===== config.mk =====
export PLATFORM = sky130hd
export DESIGN_NAME = sync_2entry_fifo
export DESIGN_NICKNAME = d
export VERILOG_FILES = /design/src/rtl/fifo_pkg.sv /design/src/rtl/sync_fifo_ctrl.sv /design/src/rtl/sync_2entry_fifo.sv
export SDC_FILE = /design/constraint.sdc
export NUM_CORES = 1
export LEC_CHECK = 0
export CAP_MARGIN = 25
export CORE_MARGIN = 2
export CORE_UTILIZATION = 50
export DETAILED_ROUTE_END_ITERATION = 10
export PLACE_DENSITY = 0.81
export SYNTH_ARGS = -nofsm -noshare
export SYNTH_HDL_FRONTEND = slang
export SYNTH_SLANG_ARGS = --single-unit

===== constraint.sdc =====
create_clock -name clk -period 3.6 [get_ports clk]
set_input_delay 0.72 -clock clk [delete_from_list [all_inputs] [get_ports clk]]
set_output_delay 0.72 -clock clk [all_outputs]
set_load 0.05 [all_outputs]

===== src/rtl/fifo_pkg.sv =====
// Shared defaults and sizing helper for the single-clock FIFO.
// Optional error flags are enabled with FIFO_ERR_FLAGS_EN.
package fifo_pkg;

  localparam int DEF_DATA_W = 8;
  localparam int DEF_DEPTH  = 2;

  // Occupancy counter width: must be able to hold DEPTH itself.
  function automatic int cnt_w(input int depth);
    return $clog2(depth) + 1;
  endfunction

endpackage


===== src/rtl/sync_fifo_ctrl.sv =====
// Pointer, occupancy and full/empty bookkeeping for sync_2entry_fifo.
// Sticky overflow/underflow flags exist only with FIFO_ERR_FLAGS_EN.
module sync_fifo_ctrl
  import fifo_pkg::*;
#(
  parameter int DEPTH = DEF_DEPTH,
  localparam int CNT_W = cnt_w(DEPTH),
  localparam int PTR_W = $clog2(DEPTH)
) (
  input  logic             clk,
  input  logic             reset,
  input  logic             push,
  input  logic             pop,
  output logic             wr_en,
  output logic [PTR_W-1:0] wr_ptr,
  output logic [PTR_W-1:0] rd_ptr,
  output logic             full,
  output logic             empty,
`ifdef FIFO_ERR_FLAGS_EN
  output logic             overflow,
  output logic             underflow,
`endif
  output logic [CNT_W-1:0] count
);

  logic [PTR_W-1:0] wr_ptr_q, wr_ptr_d;
  logic [PTR_W-1:0] rd_ptr_q, rd_ptr_d;
  logic [CNT_W-1:0] count_q, count_d;
  logic             full_q, full_d;
  logic             empty_q, empty_d;
  logic             push_acc, pop_acc;
`ifdef FIFO_ERR_FLAGS_EN
  logic             ovf_q, ovf_d;
  logic             unf_q, unf_d;
`endif

  // Next-state: accept requests on registered flags, advance pointers.
  always_comb begin
    push_acc = push && !full_q;
    pop_acc  = pop && !empty_q;
    wr_ptr_d = wr_ptr_q;
    rd_ptr_d = rd_ptr_q;
    if (push_acc) wr_ptr_d = wr_ptr_q + PTR_W'(1);
    if (pop_acc)  rd_ptr_d = rd_ptr_q + PTR_W'(1);
    count_d = count_q + CNT_W'(push_acc) - CNT_W'(pop_acc);
    full_d  = (count_d == CNT_W'(DEPTH));
    empty_d = (count_d == '0);
`ifdef FIFO_ERR_FLAGS_EN
    ovf_d = ovf_q | (push && full_q);
    unf_d = unf_q | (pop && empty_q);
`endif
  end

  // State registers with synchronous reset.
  always_ff @(posedge clk) begin
    if (reset) begin
      wr_ptr_q <= '0;
      rd_ptr_q <= '0;
      count_q  <= '0;
      full_q   <= 1'b0;
      empty_q  <= 1'b1;
`ifdef FIFO_ERR_FLAGS_EN
      ovf_q    <= 1'b0;
      unf_q    <= 1'b0;
`endif
    end else begin
      wr_ptr_q <= wr_ptr_d;
      rd_ptr_q <= rd_ptr_d;
      count_q  <= count_d;
      full_q   <= full_d;
      empty_q  <= empty_d;
`ifdef FIFO_ERR_FLAGS_EN
      ovf_q    <= ovf_d;
      unf_q    <= unf_d;
`endif
    end
  end

  assign wr_en  = push_acc;
  assign wr_ptr = wr_ptr_q;
  assign rd_ptr = rd_ptr_q;
  assign full   = full_q;
  assign empty  = empty_q;
  assign count  = count_q;
`ifdef FIFO_ERR_FLAGS_EN
  assign overflow  = ovf_q;
  assign underflow = unf_q;
`endif

endmodule


===== src/rtl/sync_2entry_fifo.sv =====
// Single-clock first-word-fall-through FIFO: storage, write decode, read mux.
// Define FIFO_ERR_FLAGS_EN to add sticky overflow/underflow outputs.
module sync_2entry_fifo
  import fifo_pkg::*;
#(
  parameter int DATA_W = DEF_DATA_W,
  parameter int DEPTH  = DEF_DEPTH,
  localparam int CNT_W = cnt_w(DEPTH),
  localparam int PTR_W = $clog2(DEPTH)
) (
  input  logic              clk,
  input  logic              reset,
  input  logic              push,
  input  logic [DATA_W-1:0] wdata,
  output logic              full,
  input  logic              pop,
  output logic [DATA_W-1:0] rdata,
  output logic              empty,
`ifdef FIFO_ERR_FLAGS_EN
  output logic              overflow,
  output logic              underflow,
`endif
  output logic [CNT_W-1:0]  count
);

  logic [DATA_W-1:0] mem_q [DEPTH];
  logic [DATA_W-1:0] mem_d [DEPTH];
  logic              wr_en;
  logic [PTR_W-1:0]  wr_ptr;
  logic [PTR_W-1:0]  rd_ptr;

  sync_fifo_ctrl #(
    .DEPTH (DEPTH)
  ) u_ctrl (
    .clk       (clk),
    .reset     (reset),
    .push      (push),
    .pop       (pop),
    .wr_en     (wr_en),
    .wr_ptr    (wr_ptr),
    .rd_ptr    (rd_ptr),
    .full      (full),
    .empty     (empty),
`ifdef FIFO_ERR_FLAGS_EN
    .overflow  (overflow),
    .underflow (underflow),
`endif
    .count     (count)
  );

  // Write decode: only the slot under wr_ptr takes the new word.
  always_comb begin
    mem_d = mem_q;
    if (wr_en) mem_d[wr_ptr] = wdata;
  end

  // Storage array, cleared on reset so rdata reads zero afterwards.
  always_ff @(posedge clk) begin
    if (reset) begin
      for (int i = 0; i < DEPTH; i++) mem_q[i] <= '0;
    end else begin
      mem_q <= mem_d;
    end
  end

  assign rdata = mem_q[rd_ptr];

endmodule


==> metrics.md <==
| Metric | Value |
|---|---|
| Status | finished, final reports clean |
| Antenna violations before repair | 0 |
| Biggest cell delay along the critical path | 0.70 ns |
| Type of the worst setup path | flip-flop to primary output |
| Synthesized flop and latch total | 22 |
| Vias in the first global route | 681 |
| Register area | 440 µm² |
| Total Wirelength | 1750 µm |
| Synth Area in XOR/XNOR | 4.58% |
| Grt ovf | 0 |
| CP max FO | 9 |
| Synth Area in Simple Gates | 19.1% |
| Synth Area in Compound Gates | 6.02% |
| Most frequent cells in the layout | clkdlybuf4s50_1 (23), dfxtp_1 (22), a21oi_1 (10), nor2_1 (10) |
| Starting Density | 54.2% |
| Crit-path slowest cell | clkdlybuf4s50_1 |
| EDFF count, synth | 0 |
| RSZ-0062 raised after global routing | false |
| Clock sinks | 22 |
| Worst r2r src | u_ctrl.full |
| I/O Buffers | 23 |
| CTS tree | yes |
| Detailed placement HPWL | 1280 µm |
| Post-CTS Resized | 0 |
| Most common cell after layout, fill and taps aside | clkdlybuf4s50_1 |
| GP Congestion | between 0.7 and 0.8 |
| Layout cells sized above 1 | 11.7% |
| Pleak | 0.465 nW |
| Required time of the critical path | 2.88 ns |
| Post-CTS Setup Bufs | 0 |
| Worst-Skew Late Latency | 0.31 ns |
| Row Count | 15 |
| Area Growth Syn to Fin | 28.1% |
| Die H | 47.7 µm |
| GRT Util Overall | around 18% |
| Largest family of logic cells by synthesized area | simple AND/OR/NAND/NOR gates |
| Pwr dens | 762 nW/µm² |
| Hold-fix buffers, CTS | 0 |
| DRC | 0 |
| Yosys warning total | 0 |
| Critical path origin | u_ctrl.rd_ptr |
| Synth Area in Adders | 1.31% |
| First-pass GRT wire length | 2880 µm |
| Mean Syn Cell Area | between 9 and 10 µm² |
| TritonRoute pass-1 iters | 4 |
| Fmax | about 370 MHz |
| Sequential share of the synthesized area | between 40% and 50% |
| Vias per cell | 5.14 |
| Core Footprint | 1760 µm² |
| Post-synthesis mux area share | 17.8% |
| Worst hold stages | 2 |
| Final std cells w/o fill | 145 |
| Critical Path End Type | primary output |
| Post-route antenna net violation count | 0 |
| Synth Cell Area | 956 µm² |
| Final hold viol count | 0 |
| IO Pins | 24 |
| R2r setup slk | 1.86 ns |
| CP Cell Sequence | mux2_2 -> clkdlybuf4s50_1 |
| DIE WIDTH | 47.7 µm |
| Max transition margin | between 40% and 50% |
| Final Skew | between 0.007 and 0.008 ns |
| Mapped Nets | 112 |
| Vias | 746 |
| Cts bufs inserted | 3 |
| CTS HTree Levels | 1 |
| Synth unique cells | 24 |
| Tcrit/Tclk final | between 70 and 80% |
| Max IR drop VDD | 0.562 mV |
| Antenna Cells | 0 |
| Max Cap Viol | 0 |
| Critical path arrival | ~2.0 ns |
| CP startpoint kind | flip-flop |
| Root Buffer | clkbuf_4 |
| Post-layout min period | 2.71 ns |
| Max Transition Viols Final | 0 |
| # setup viols final | 0 |
| Die ar. | approximately 2300 µm² |
| First DRT Iteration DRCs | 5 |
| Largest net degree at the start of global routing | 23 |
| Multi-input logic area | 467 µm² |
| Placed cell count | 141 |
| FFs w/ async S/R, synth | 0% |
| Clock Path Buffers | 2 |
| Post-layout nets | 134 |
| HP Class | flip-flop to flip-flop |
| Worst slew pin tran | between 0.8 and 0.9 ns |
| Routed len/inst | 12.1 µm |
| End of the critical path | rdata[3] |
| End-of-flow core utilization | 69.4% |
| Syn Inst Count | about 100 |
| CTS clk-pin slew, worst paths | ~0.12 ns |
| FF-to-FF End | u_ctrl.full |
| Worst R2R Path Depth | 6 |
| Setup TNS | 0 ns |
| Ys flop type | dfxtp_1 |
| Filler cells | 153 |
-- synthesized netlist by cell type, types with 2 or more instances --
cell / count / area (µm²)
nor2_1: 10 / 37.5
mux2i_1: 8 / 80.1
nand2b_1: 2 / 12.5
xnor2_1: 4 / 35.0
nand3_1: 8 / 40.0
nand2_1: 8 / 30.0
nor2b_1: 2 / 12.5
clkbuf_1: 2 / 7.51
mux2_2: 8 / 90.1
a21oi_1: 10 / 50.1
dfxtp_1: 22 / 440
nor3_1: 3 / 15.0
-- stage by stage --
step | hold slack, ns | setup WS, ns | power, mW | instance area (µm²)
floorplan | 0.433 | 1.63 | 0.654 | 956
global placement | 0.442 | 1.17 | 0.744 | 1170
detailed placement | 0.449 | 1.07 | 0.753 | 1170
CTS | 0.466 | 0.864 | 0.938 | 1220
global route | 0.484 | 0.809 | 0.981 | 1220
finish | 0.466 | 0.890 | 0.933 | 1220
-- kinds of logic (layout without fill, tap and decap cells) --
| family | count (synthesis) | after routing |
|---|---|---|
| DFF | 22 | 22 |
| AOI/OAI and AO/OA | 11 | 11 |
| and+or+nand+nor | 37 | 37 |
| buffers and inverters | 7 | 28 |
| muxes | 16 | 16 |
| xor gates and xnor gates | 5 | 5 |
| adders and majority gates | 1 | 1 |
-- critical path: cells and delay by family, from the launching register on --
family,cells,cell delay [ns]
mux,1,0.39
flops,1,0.60
buf+inv,1,0.70
-- per-layer routing --
layer,track usage (%),up-vias,share of wire [%]
met5,0,-,0
met4,4.86,0,0.86
met3,3.40,4,3.4
met2,32.5,17,49
met1,21.7,346,47
li1,-,379,-
-- registers in the layout, summed over array words and instances (netlist names) --
| name | cells |
|---|---|
| mem_q | 16 |
| u_ctrl.full | 1 |
| u_ctrl.count | 2 |
| u_ctrl.rd_ptr | 1 |
| u_ctrl.empty | 1 |
| u_ctrl.wr_ptr | 1 |
-- where the power goes --
part / internal (mW) / switching, mW / leakage (nW)
clock network: 0.113 / 0.0742 / 0.0279
registers: 0.293 / 0.0474 / 0.180
logic: 0.168 / 0.239 / 0.256
total: 0.573 / 0.360 / 0.465
-- worst min path at each step --
| stage | start | end | slack (ns) |
|---|---|---|---|
| floorplan | mem_q[0] | mem_q[0] | 0.43 |
| global placement | mem_q[7] | mem_q[7] | 0.44 |
| detailed placement | mem_q[0] | mem_q[0] | 0.45 |
| CTS | mem_q[0] | mem_q[0] | 0.47 |
| global route | mem_q[0] | mem_q[0] | 0.48 |
| finish | mem_q[2] | mem_q[2] | 0.47 |
-- layout make-up --
cell class                 count  area share (%)
clock inverter                 1            2.45
inverter                       1           0.306
timing repair buffer          23            18.8
sequential                    22            36.0
clock buffer                   3            1.84
multi-input combinational     70            38.1
tap                           25            2.55
Note: power is estimated with default switching activity, not from simulation.
